==> src/rtl/ram_dma.sv <==
// ram_dma: command-driven initiator for a 64x8 single-port RAM with a
// registered read address. It performs block fill, forward block copy and
// 8-bit additive checksum. Addresses wrap modulo the RAM depth.
module ram_dma #(
    parameter int AW = 6,
    parameter int DW = 8
) (
    input  logic          CLK,
    input  logic          RST_N,
    input  logic          START,
    input  logic [1:0]    OP,
    input  logic [AW-1:0] SRC,
    input  logic [AW-1:0] DST,
    input  logic [AW:0]   LEN,
    input  logic [DW-1:0] FILL,
    output logic          BUSY,
    output logic          DONE,
    output logic [DW-1:0] SUM,
    output logic [AW-1:0] M_ADDR,
    output logic [DW-1:0] M_DATA,
    output logic          M_WE,
    input  logic [DW-1:0] M_Q
);

    localparam logic [1:0]    OP_FILL = 2'b00;
    localparam logic [1:0]    OP_COPY = 2'b01;
    localparam logic [1:0]    OP_SUM  = 2'b10;
    localparam logic [1:0]    OP_NOP  = 2'b11;
    localparam logic [AW:0]   MAX_LEN = {1'b1, {AW{1'b0}}};
    localparam logic [AW:0]   ZERO_C  = {(AW+1){1'b0}};
    localparam logic [AW:0]   ONE_C   = {{AW{1'b0}}, 1'b1};
    localparam logic [AW-1:0] ZERO_A  = {AW{1'b0}};
    localparam logic [AW-1:0] ONE_A   = {{(AW-1){1'b0}}, 1'b1};
    localparam logic [DW-1:0] ZERO_D  = {DW{1'b0}};

    typedef enum logic [2:0] {
        S_IDLE     = 3'd0,
        S_FILL     = 3'd1,
        S_CPY_RD   = 3'd2,
        S_CPY_WR   = 3'd3,
        S_SUM_RD   = 3'd4,
        S_SUM_LAST = 3'd5,
        S_DONE     = 3'd6
    } state_t;

    state_t        state_r, state_s;
    logic [AW:0]   cnt_r, cnt_s;       // bytes still to move after the current one
    logic [AW-1:0] src_r, src_s;       // next source address
    logic [AW-1:0] dst_r, dst_s;       // next destination address
    logic [DW-1:0] fill_r, fill_s;
    logic [DW-1:0] sum_r, sum_s;
    logic [AW-1:0] addr_r, addr_s;
    logic          we_r, we_s;
    logic          busy_r, busy_s;
    logic          done_r, done_s;
    logic          rd_pend_r;          // a checksum read was presented last cycle
    logic [AW:0]   len_clamp_s;

    // Clamp the requested length to the RAM depth.
    always_comb begin
        if (LEN > MAX_LEN) begin
            len_clamp_s = MAX_LEN;
        end else begin
            len_clamp_s = LEN;
        end
    end

    // Next-state and next-output logic; outputs are registered from these.
    always_comb begin
        state_s = state_r;
        cnt_s   = cnt_r;
        src_s   = src_r;
        dst_s   = dst_r;
        fill_s  = fill_r;
        addr_s  = addr_r;
        we_s    = 1'b0;
        busy_s  = busy_r;
        done_s  = 1'b0;
        // RAM data for the read presented last cycle is on M_Q now.
        if (rd_pend_r) begin
            sum_s = sum_r + M_Q;
        end else begin
            sum_s = sum_r;
        end

        case (state_r)
            S_IDLE: begin
                busy_s = 1'b0;
                if (START) begin
                    fill_s = FILL;
                    src_s  = SRC;
                    dst_s  = DST;
                    cnt_s  = len_clamp_s - ONE_C;
                    if (OP == OP_SUM) begin
                        sum_s = ZERO_D;
                    end else begin
                        sum_s = sum_r;
                    end
                    if ((len_clamp_s == ZERO_C) || (OP == OP_NOP)) begin
                        state_s = S_DONE;
                        done_s  = 1'b1;
                    end else begin
                        case (OP)
                            OP_FILL: begin
                                state_s = S_FILL;
                                addr_s  = DST;
                                we_s    = 1'b1;
                                busy_s  = 1'b1;
                                dst_s   = DST + ONE_A;
                            end
                            OP_COPY: begin
                                state_s = S_CPY_RD;
                                addr_s  = SRC;
                                busy_s  = 1'b1;
                                src_s   = SRC + ONE_A;
                            end
                            OP_SUM: begin
                                state_s = S_SUM_RD;
                                addr_s  = SRC;
                                busy_s  = 1'b1;
                                src_s   = SRC + ONE_A;
                            end
                            default: begin
                                state_s = S_DONE;
                                done_s  = 1'b1;
                            end
                        endcase
                    end
                end else begin
                    state_s = S_IDLE;
                end
            end
            S_FILL: begin
                if (cnt_r == ZERO_C) begin
                    state_s = S_DONE;
                    busy_s  = 1'b0;
                    done_s  = 1'b1;
                end else begin
                    addr_s = dst_r;
                    we_s   = 1'b1;
                    dst_s  = dst_r + ONE_A;
                    cnt_s  = cnt_r - ONE_C;
                end
            end
            S_CPY_RD: begin
                state_s = S_CPY_WR;
                addr_s  = dst_r;
                we_s    = 1'b1;
                dst_s   = dst_r + ONE_A;
            end
            S_CPY_WR: begin
                if (cnt_r == ZERO_C) begin
                    state_s = S_DONE;
                    busy_s  = 1'b0;
                    done_s  = 1'b1;
                end else begin
                    state_s = S_CPY_RD;
                    addr_s  = src_r;
                    src_s   = src_r + ONE_A;
                    cnt_s   = cnt_r - ONE_C;
                end
            end
            S_SUM_RD: begin
                if (cnt_r == ZERO_C) begin
                    state_s = S_SUM_LAST;
                end else begin
                    addr_s = src_r;
                    src_s  = src_r + ONE_A;
                    cnt_s  = cnt_r - ONE_C;
                end
            end
            S_SUM_LAST: begin
                state_s = S_DONE;
                busy_s  = 1'b0;
                done_s  = 1'b1;
            end
            S_DONE: begin
                state_s = S_IDLE;
                busy_s  = 1'b0;
            end
            default: begin
                state_s = S_IDLE;
                busy_s  = 1'b0;
            end
        endcase
    end

    // State, datapath and output registers with synchronous active-low reset.
    always_ff @(posedge CLK) begin
        if (!RST_N) begin
            state_r   <= S_IDLE;
            cnt_r     <= ZERO_C;
            src_r     <= ZERO_A;
            dst_r     <= ZERO_A;
            fill_r    <= ZERO_D;
            sum_r     <= ZERO_D;
            addr_r    <= ZERO_A;
            we_r      <= 1'b0;
            busy_r    <= 1'b0;
            done_r    <= 1'b0;
            rd_pend_r <= 1'b0;
        end else begin
            state_r   <= state_s;
            cnt_r     <= cnt_s;
            src_r     <= src_s;
            dst_r     <= dst_s;
            fill_r    <= fill_s;
            sum_r     <= sum_s;
            addr_r    <= addr_s;
            we_r      <= we_s;
            busy_r    <= busy_s;
            done_r    <= done_s;
            rd_pend_r <= (state_r == S_SUM_RD);
        end
    end

    // Write data: copy writes forward the RAM read data, all else drives fill value.
    always_comb begin
        if (state_r == S_CPY_WR) begin
            M_DATA = M_Q;
        end else begin
            M_DATA = fill_r;
        end
    end

    assign BUSY   = busy_r;
    assign DONE   = done_r;
    assign SUM    = sum_r;
    assign M_ADDR = addr_r;
    assign M_WE   = we_r;

endmodule
==> config.mk <==
export PLATFORM = sky130hd
export DESIGN_NAME = ram_dma
export DESIGN_NICKNAME = d
export VERILOG_FILES = /design/src/rtl/ram_dma.sv
export SDC_FILE = /design/constraint.sdc
export NUM_CORES = 1
export LEC_CHECK = 0
export CAP_MARGIN = 0
export CORE_UTILIZATION = 57
export DETAILED_ROUTE_END_ITERATION = 12
export PLACE_DENSITY = 0.9
export SETUP_SLACK_MARGIN = 0.4
export SLEW_MARGIN = 20
export SYNTH_ARGS = -nofsm -noshare
export SYNTH_HDL_FRONTEND = slang
export SYNTH_SLANG_ARGS = --single-unit
export TNS_END_PERCENT = 20
==> constraint.sdc <==
create_clock -name CLK -period 3.5 [get_ports CLK]
set_input_delay 0.35 -clock CLK [delete_from_list [all_inputs] [get_ports CLK]]
set_output_delay 0.35 -clock CLK [all_outputs]
set_load 0.01 [all_outputs]
==> results.md <==
- The die is 78.89 um tall.
- For met2 alone, demand over resource in global routing was a little over half.
- The area of the core region is 5608 um2.
- The floorplan has 27 rows.
- After synthesis, the share of flip-flops with an asynchronous set or reset is 0%.
- The detailed-router iteration count before antenna repair is 5.
- The slew at the pin closest to its max-slew limit is about 1 ns.
- The layer flagged by global routing as most heavily used is met2.
- In this run the horizontal extent of the chip is just under 80 um.
- Global routing used slightly above 7% of the available met3 tracks.
- In the finished design, the share of the clock period the worst path needs comes to 82.55%.
- The global-route usage over all layers is 33.24%.
- Hold repair after CTS inserted 0 buffers.
- For this configuration, the core starts out at a cell density of 60.08%.
- The count of routing violations after the opening detailed-route iteration is about 400.
- In this run, CTS created clock tree buffers numbering 5.
- The largest single stage delay on the critical path is ~0.71 ns.
- After synthesis, the netlist uses 60 different library cells.
- VDD sags by at most around 0.42 mV.
- The post-placement worst setup slack is ~0.73 ns.
- The critical-path cell with the highest stage delay is sky130_fd_sc_hd__dfxtp_1.
- After routing, the total negative slack on setup checks comes to 0 ns.
- Setup repair after global routing left no endpoint under its margin.
- The final layout contains routed wiring with a total length of around 10000 um.
- The cell leakage power is around 1.6 nW.
- The CTS clock-pin slew for the worst setup and hold paths is 0.09 ns.
- The fraction of post-synthesis cell area in the top cell type by area is between 20% and 30%.
- The proportion of synthesized chip area in sequential cells is around 29%.
- For the worst setup path, the data arrival time is 2.54 ns.
- The H-tree generated during clock tree synthesis spans 2 levels.
- The met1 track demand over resource in global routing is 42.99%.
- The number of standard cells after synthesis is about 420.
- The number of warning messages in the yosys log is 0.
- The number of pins exceeding their max-slew limit in the final report was 0.
- After routing the design area is between 4000 and 5000 um2.
- The final number of hold-violating endpoints came to 0.
- The via count of the first global-routing pass came to between 3000 and 4000.
- The required time reported for the critical path endpoint is ~3.2 ns.
- Once detail routing completed, the nets flagged for antenna violations numbered 0.
- The smallest setup slack after layout is approximately 0.6 ns.
- Post-CTS timing repair inserted 0 buffers for setup.
- The most frequently used flop master after synthesis is sky130_fd_sc_hd__dfxtp_1.
- The initial antenna violation count came to 0.
- Cells with a size suffix above 1 make up approximately 8.4% of the layout.
- The overall power after layout is roughly 3 mW.
- The number of DRC violations after detailed routing is 0.
- Entering global routing, the biggest net connects 21 pins.
- In the post-synthesis netlist, the biggest area contributors are sky130_fd_sc_hd__dfxtp_1 29%, sky130_fd_sc_hd__ha_1 6.3%, sky130_fd_sc_hd__a21oi_1 5.2%.
- Power spread over the standard cell area amounts to 737.5 nW/um2.
- The critical path launch point type is a flop.
- After detailed placement, the total cell area comes to 4068 um2.
- The net count reported at finish is 533.
- Once detailed placement completed, the half-perimeter wirelength came to ~7200 um.
- The filler cell count in the final layout is 425.
- For this design, the sink count on the clock tree is 48.
- Clock latency on the worst-skew pair, taken at its later pin, is about 0.3 ns.
- For this run, the top clock speed supported by timing is between 300 and 400 MHz.
- The CTS tree is built.
- The clock root buffer is sky130_fd_sc_hd__clkbuf_8.
- Once layout is complete, the utilization of the core stands at roughly 74%.
- The path type of the worst min-delay path is flop to flop.
- The post-synthesis to final-layout area growth is 23.95%.
- Using the TritonRoute via totals, the vias-per-cell ratio works out to ~6.6.
- Grouping stages by cell kind, the critical path spends the most delay in flip-flops.
- The clock arrives with 0.008476 ns of skew.
- Across all layers, the routed design uses ~3600 vias.
- The count of pins on the block boundary is 65.
- The full die area is 6223 um2.
- The count of buffers added on input and output ports is 64.
- The flow ran to the end, and the final reports show no timing, DRC or antenna violations.
- The number of antenna repair diodes is 0.
- The quantity of gates resized following cts is 0.
- The post-layout minimum cycle time is 2.889 ns.
- The synthesized area is between 3000 and 4000 um2.
- The first-pass GRT wire length is roughly 16000 um.
- Counting both buffers and inverters, the worst setup path holds a total of 1.
- The synthesized design contains 0 enable-type register cells.
- The worst setup path is captured at an output pin.
- No sink is reached through more buffers than the 2 on the longest clock path.
- The critical path in this run is classified as flop to output pin.
- In this run, synthesis produced a sequential element count of 48.
- Max-cap violations in this run came to 0.
- The top cell type by total area after synthesis is sky130_fd_sc_hd__dfxtp_1.
- When the netlist entered floorplanning its net count stood at about 480.
- Global routing finished with a remaining overflow of 0.
- Measured against its own limit, the worst slew margin works out to 34.61%.
- The maximum fanout encountered on the critical timing path is 15.
- The mean instance size in the synthesized netlist is 8.042 um2.
- The placer congestion estimate is ~0.93.
- In the final routed layout, each cell accounts on average for 18.16 um.
- Traced cell by cell, the critical path runs through nor2b_1, nand2_1, mux2_2, clkdlybuf4s50_1.
- The number of endpoints failing setup at the final stage is 0.
[per-stage QoR]
step | hold slack (ns) | cells
after CTS | 0.4612 | 548
after floorplan | 0.4329 | 419
final | 0.4585 | 548
after global routing | 0.4804 | 548
after detailed placement | 0.4499 | 540
after global placement | 0.4413 | 540
[layout make-up]
cell class	instances	area [um2]	area share (%)
clock inverters	2	35.03	0.8388
flip-flops and latches	48	962.2	23.04
well taps	72	90.09	2.157
clock buffers	6	72.57	1.738
inverters	10	37.54	0.8987
repair buffers	74	715.7	17.14
multi-input cells	336	2263	54.19
[metal layers]
layer | routed length [um] | vias up | share of wire [%]
met5 | 0 | - | 0
met4 | 169 | 0 | 1.7
met3 | 1028 | 23 | 10
met2 | 4687 | 212 | 47
met1 | 4064 | 1705 | 41
li1 | - | 1667 | -
[report_power, final]
group / switching [mW] / internal (mW)
logic: 0.984 / 0.739
clock network: 0.191 / 0.212
registers: 0.237 / 0.717
total: 1.41 / 1.67
[layout by cell type (no fill, tap or decap), types with 3 or more instances in the layout]
master,count
sky130_fd_sc_hd__a211oi_1,8
sky130_fd_sc_hd__a21oi_1,35
sky130_fd_sc_hd__a221oi_1,3
sky130_fd_sc_hd__a22oi_1,14
sky130_fd_sc_hd__a31o_2,3
sky130_fd_sc_hd__a31oi_1,4
sky130_fd_sc_hd__and2_1,3
sky130_fd_sc_hd__and3_1,9
sky130_fd_sc_hd__buf_4,10
sky130_fd_sc_hd__clkbuf_8,5
sky130_fd_sc_hd__clkdlybuf4s50_1,64
sky130_fd_sc_hd__dfxtp_1,47
sky130_fd_sc_hd__ha_1,17
sky130_fd_sc_hd__inv_1,8
sky130_fd_sc_hd__mux2_2,9
sky130_fd_sc_hd__mux2i_1,10
sky130_fd_sc_hd__nand2_1,35
sky130_fd_sc_hd__nand3_1,20
sky130_fd_sc_hd__nand4_1,4
sky130_fd_sc_hd__nor2_1,41
sky130_fd_sc_hd__nor2b_1,4
sky130_fd_sc_hd__nor3_1,7
sky130_fd_sc_hd__nor3b_1,4
sky130_fd_sc_hd__nor4b_1,3
sky130_fd_sc_hd__o211a_1,5
sky130_fd_sc_hd__o211ai_1,9
sky130_fd_sc_hd__o21ai_0,21
sky130_fd_sc_hd__o21ai_1,4
sky130_fd_sc_hd__o21bai_1,3
sky130_fd_sc_hd__o31ai_1,3
sky130_fd_sc_hd__or3_1,4
sky130_fd_sc_hd__xnor2_1,12
sky130_fd_sc_hd__xor2_1,5
[worst paths after layout]
path,from,end,slack [ns],cells after the start
worst max-delay path,state_r[2],M_DATA[3],0.61,4
worst min-delay path,fill_r[3],fill_r[3],0.46,2
worst max register to register,state_r[2],cnt_r[4],0.68,9
worst min register to register,fill_r[3],fill_r[3],0.46,2
[cells by family (layout without fill, tap and decap cells)]
logic type | Yosys count | after routing | synth area share [%]
and+or+nand+nor | 148 | 148 | 22.47
AOI/OAI and AO/OA | 133 | 133 | 26.74
DFF | 48 | 48 | 28.52
buffers and inverters | 35 | 92 | 4.307
muxes | 20 | 20 | 6.647
adders and majority gates | 18 | 18 | 6.907
xor gates and xnor gates | 17 | 17 | 4.419
[registers in the layout (all words and copies together) (netlist names)]
name       flops
src_r          6
state_r        3
M_WE           1
M_ADDR         6
SUM            8
dst_r          6
fill_r         8
BUSY           1
cnt_r          7
rd_pend_r      1
DONE           1
[Yosys cell counts, types with 10 or more instances]
library cell / number
sky130_fd_sc_hd__dfxtp_1: 48
sky130_fd_sc_hd__nor2_1: 41
sky130_fd_sc_hd__a21oi_1: 35
sky130_fd_sc_hd__nand2_1: 35
sky130_fd_sc_hd__o21ai_0: 21
sky130_fd_sc_hd__nand3_1: 20
sky130_fd_sc_hd__clkbuf_1: 17
sky130_fd_sc_hd__ha_1: 17
sky130_fd_sc_hd__a22oi_1: 14
sky130_fd_sc_hd__xnor2_1: 12
sky130_fd_sc_hd__mux2i_1: 10
[tightest hold or removal path, delay by kind of cell, from the launching register on]
family,cells,cell delay (ns)
AND/OR/NAND/NOR,1,0.05
flip-flops,1,0.32
AO/OA/AOI/OAI,1,0.05
No activity file was read; power rests on OpenSTA's default activity.
==> variant 1 (config.mk and constraints unchanged) <==
The 7 states of `state_t` get a one-hot encoding in 7 bits.
--- a/src/rtl/ram_dma.sv
+++ b/src/rtl/ram_dma.sv
@@ -35,10 +35,10 @@
 
-    typedef enum logic [2:0] {
-        S_IDLE     = 3'd0,
-        S_FILL     = 3'd1,
-        S_CPY_RD   = 3'd2,
-        S_CPY_WR   = 3'd3,
-        S_SUM_RD   = 3'd4,
-        S_SUM_LAST = 3'd5,
-        S_DONE     = 3'd6
+    typedef enum logic [6:0] {
+        S_IDLE     = 7'b0000001,
+        S_FILL     = 7'b0000010,
+        S_CPY_RD   = 7'b0000100,
+        S_CPY_WR   = 7'b0001000,
+        S_SUM_RD   = 7'b0010000,
+        S_SUM_LAST = 7'b0100000,
+        S_DONE     = 7'b1000000
     } state_t;
Check against the original RTL: no difference found for any inputs over 10 cycles, from zero or initial values and one cycle with RST_N low; not proved beyond that.
==> variant 1 against the unedited design <==
Non-clock buffer count increased by 3; sequential cell count increased by 4; clock skew increased by 0.0073 ns; worst hold slack got worse by 0.0096 ns; area after synthesis increased by 4.2%; highest routed layer unchanged; design area increased by 3.3%; setup slack got worse by 0.046 ns; routed wire length decreased by 1.4%; via count increased by 1.5%.
Power is not compared: it rests on default switching activity, and its combinational part moved more than twofold at a synthesized area within 25%.
==> variant 1: results (changes against the unedited design) <==
stage,metric,value,unit,change
global_routing,use_met2,49.8,%,-5.0 points
detailed_routing,finalWirelength,9810,µm,-1.4%
cells_and_area,fill_cells,444,,+4.5%
floorplanning,die-area,0.00647,mm²,+4.0%
logic_synthesis,mean_instance_size_in_the_synthesized_netlist,8.20,µm²,+2.0%
placed_design,post-place-cells,557,,+3.1%
detailed_routing,detailroute.wirelength.met3,812,µm,-21%
detailed_routing,dr.first_iter.drc_count,403,,+1.5%
placed_design,gp_routability_congestion,0.901,,-3.4%
cells_and_area,multi_input_logic_cell_count,344,,+2.4%
cells_and_area,buf_share,17.1,%,-0.030 points
critical_path,critical-path-max-stage-delay,0.59,ns,-0.12 ns
detailed_routing,met1Wirelength,4290,µm,+5.5%
placed_design,hpwl,7390,µm,+2.4%
detailed_routing,met2WireLength,4550,µm,-2.8%
critical_path,crit_arrival,3.17,ns,+0.63 ns
global_routing,largest_net_degree_at_the_start_of_global_routing,28,,+33%
placed_design,placed_cell_area,0.00423,mm²,+4.0%
critical_path,critPathMaxFanout,8,,-7
global_routing,number_of_global_route_vias_before_repair,3268,,-2.7%
cells_and_area,buffers_excl_clock,77,,+4.1%
critical_path,slowest_stage,sky130_fd_sc_hd__or4_4,,
cells_and_area,inverters,9,,-1
global_routing,first_pass_grt_wire_length,15700,µm,-3.4%
global_routing,grtUsageMet1,42.1,%,-0.89 points
cells_and_area,area_fraction_of_clock_buffers_and_clock_inverters,1.88,%,-0.69 points
global_routing,grt_usage,31.2,%,-2.1 points
detailed_routing,routed-via-count,3662,,+1.5%
cells_and_area,nets,548,,+2.8%
placed_design,placement.setup.worst_slack,0.627,ns,-0.108 ns
outcome,run_status,completed,,
logic_synthesis,synth.distinct_cells,65,,+8.3%
## variant 1: cell count changes after synthesis, moves of 5 or more
| cell | before | now |
|---|---|---|
| sky130_fd_sc_hd__o211a_1 | 5 | 0 |
| sky130_fd_sc_hd__o211ai_1 | 9 | 2 |
| sky130_fd_sc_hd__a21oi_1 | 35 | 30 |
| sky130_fd_sc_hd__a22oi_1 | 14 | 9 |
| sky130_fd_sc_hd__nand2_1 | 35 | 41 |
| sky130_fd_sc_hd__nor3_1 | 7 | 12 |
| sky130_fd_sc_hd__a311oi_1 | 1 | 7 |
## variant 1: where the power goes
group	switching (mW)	internal (mW)
clock	0.200	0.136
combinational	0.217	0.185
sequential	0.0417	0.632
total	0.460	0.953
## variant 1: critical path: cells and delay by family (launching register included)
| kind | cells | cell delay [ns] |
|---|---|---|
| flops | 1 | 0.36 |
| fa+ha+maj | 1 | 0.29 |
| mux | 2 | 0.23 |
| simple gates | 5 | 1.58 |
| compound gates | 2 | 0.39 |
## variant 1: cells by family (layout without fill, tap and decap cells)
family / count (synthesis) / count (layout) / share of synthesized area (%)
muxes: 21 / 21 / 6.27
buffers and inverters: 32 / 93 / 4.17
xor gates and xnor gates: 16 / 16 / 3.99
AOI/OAI and AO/OA: 132 / 132 / 26.3
DFF: 52 / 52 / 29.7
and+or+nand+nor: 156 / 156 / 22.6
adders and majority gates: 19 / 19 / 6.99
## variant 1: final timing paths
kind,start,to,slack (ns),cells after the start
max,state_r[2],cnt_r[6],0.57,10
min,fill_r[7],fill_r[7],0.45,2
max reg2reg,state_r[2],cnt_r[6],0.57,10
min reg2reg,fill_r[7],fill_r[7],0.45,2
==> variant 2 (same flow settings) <==
Made on the original files. `DW`: 8 -> 10.
--- a/src/rtl/ram_dma.sv
+++ b/src/rtl/ram_dma.sv
@@ -5,3 +5,3 @@
     parameter int AW = 6,
-    parameter int DW = 8
+    parameter int DW = 10
 ) (
Interface: changed (resized FILL, M_DATA, M_Q and SUM); port bits go from 65 to 73. The function was not compared with the original's and may differ.
==> variant 2 against the unedited design <==
Final cell count increased by 14%; sequential cell count increased by 4; routed wire length increased by 12%; global-route usage decreased by 0.53 points; area after synthesis increased by 11%; power increased by 9.6%; setup slack improved by 0.021 ns; design area increased by 12%; synthesized cell count increased by 16%; sequential share of layout area decreased by 0.69 points; via count increased by 13%; critical path type unchanged.
==> variant 2: results (changes against the unedited design) <==
stage,metric,value,unit,change
outcome,run_status,completed,,
global_routing,largest_net_degree_at_the_start_of_global_routing,38,,+81%
clock_tree,htree_levels,2,,unchanged
clock_tree,cts_buffer_depth,2,,unchanged
sta,timing_worst_slew_pin_value,1.03,ns,+0.0533 ns
logic_synthesis,async_flop_share,0,%,unchanged
critical_path,critPathMaxFanout,14,,-1
placed_design,hpwl,8090,µm,+12%
sta,clock-skew-final,0.00896,ns,+0.000485 ns
cells_and_area,nets,608,,+14%
clock_tree,ctsRootBufferMaster,sky130_fd_sc_hd__clkbuf_8,,
detailed_routing,viasPerCell,6.57,,-0.25%
detailed_routing,dr.first_iter.drc_count,367,,-7.6%
critical_path,slowest_stage,sky130_fd_sc_hd__dfxtp_1,,
logic_synthesis,synth.top_cells.by_area,"sky130_fd_sc_hd__dfxtp_1, sky130_fd_sc_hd__nand2_1, sky130_fd_sc_hd__ha_1",,
min_path,worstHoldPathType,flip-flop to flip-flop,,
critical_path,critical-path-max-stage-delay,0.50,ns,-0.21 ns
logic_synthesis,yosys_warnings,0,,unchanged
global_routing,grt_usage,32.7,%,-0.53 points
logic_synthesis,synth.distinct_cells,59,,-1.7%
clock_tree,tritoncts_buffers,5,,unchanged
placed_design,placed_cell_area,0.00452,mm²,+11%
placed_design,gp_routability_congestion,0.901,,-3.4%
global_routing,antenna_found_initial,0,,unchanged
pwr,report.power.total,3.38,mW,+9.6%
pwr,power.static_leakage,1.85,nW,+12%
logic_synthesis,synth.cells.most_frequent,"sky130_fd_sc_hd__nand2_1, sky130_fd_sc_hd__dfxtp_1, sky130_fd_sc_hd__a21oi_1",,
cells_and_area,insertedDiodeCount,0,,unchanged
clock_tree,clk_pin_slew,0.11,ns,+0.02 ns
clock_tree,cts-resized-gates,0,,unchanged
logic_synthesis,synth_fp_nets,549,,+15%
pwr,power_switching_share,44.6,%,-1.2 points
cells_and_area,number_of_standard_cells_in_the_final_layout_excluding_fillers,622,,+14%
cells_and_area,layout-drive-gt1-share,8.62,%,+0.22 points
pwr,power.combinational.fraction,56.0,%,about the same
clock_tree,worstSkewPairLatency,0.32,ns,+0.02 ns
logic_synthesis,synth_sequential_area_ratio,27.8,%,-0.76 points
pwr,seq_power_share,29.0,%,-2.0 points
logic_synthesis,synthesis.instances,485,,+16%
clock_tree,post-cts-setup-buffers,0,,unchanged
placed_design,input_output_buffers,72,,+13%
detailed_routing,finalWirelength,11200,µm,+12%
global_routing,number_of_global_route_vias_before_repair,4029,,+20%
critical_path,crit_arrival,2.52,ns,-0.02 ns
global_routing,first_pass_grt_wire_length,18600,µm,+15%
logic_synthesis,ys_dominant_reg_cell,sky130_fd_sc_hd__dfxtp_1,,
pwr,vdd.ir_drop.worst,0.512,mV,+21%
detailed_routing,drt_first_pass_iters,6,,+1
==> variant 2: cell type report <==
class | count | area (µm²)
Clock inverter | 3 | 68.8
Multi-Input combinational cell | 393 | 2550
Sequential cell | 52 | 1040
Tap cell | 77 | 96.3
Clock buffer | 5 | 68.8
Timing Repair Buffer | 81 | 788
Fill cell | 480 | 1690
Inverter | 11 | 41.3
==> variant 2: path summary, 6_finish.rpt <==
check / start / to / slack, ns / cells after the start
max: state_r[2] / M_DATA[9] / 0.63 / 5
min: fill_r[3] / fill_r[3] / 0.46 / 2
max reg2reg: state_r[1] / src_r[3] / 0.71 / 7
min reg2reg: fill_r[3] / fill_r[3] / 0.46 / 2
==> variant 2: per-stage QoR <==
stage	util [%]	hold WS [ns]	worst slack, ns
CTS	73.4	0.463	0.682
detailed placement	71.2	0.446	0.682
global placement	71.2	0.439	0.789
finish	73.4	0.464	0.632
global route	73.4	0.481	0.578
floorplan	-	0.433	1.47
==> variant 2: kinds of logic (layout without fill, tap and decap cells) <==
family	Yosys count	in the layout	synth area share, %
buffers and inverters	40	100	4.30
and+or+nand+nor	189	189	24.9
DFF	52	52	27.8
adders and majority gates	20	20	6.87
xor gates and xnor gates	18	18	4.20
muxes	37	37	10.5
AOI/OAI and AO/OA	129	129	21.5
==> variant 2: layer usage <==
layer / global-route usage, % / up-vias / wire (µm)
met5: 0 / - / 0
met4: 17.7 / 0 / 525
met3: 4.57 / 56 / 921
met2: 59.5 / 248 / 5540
met1: 36.6 / 1902 / 4190
li1: - / 1878 / -
==> variant 2: critical path: cells and delay by family, from the launching register on <==
kind,cells,cell delay (ns)
flip-flops,1,0.50
buffers and inverters,2,0.75
AND/OR/NAND/NOR,2,0.53
multiplexers,1,0.41
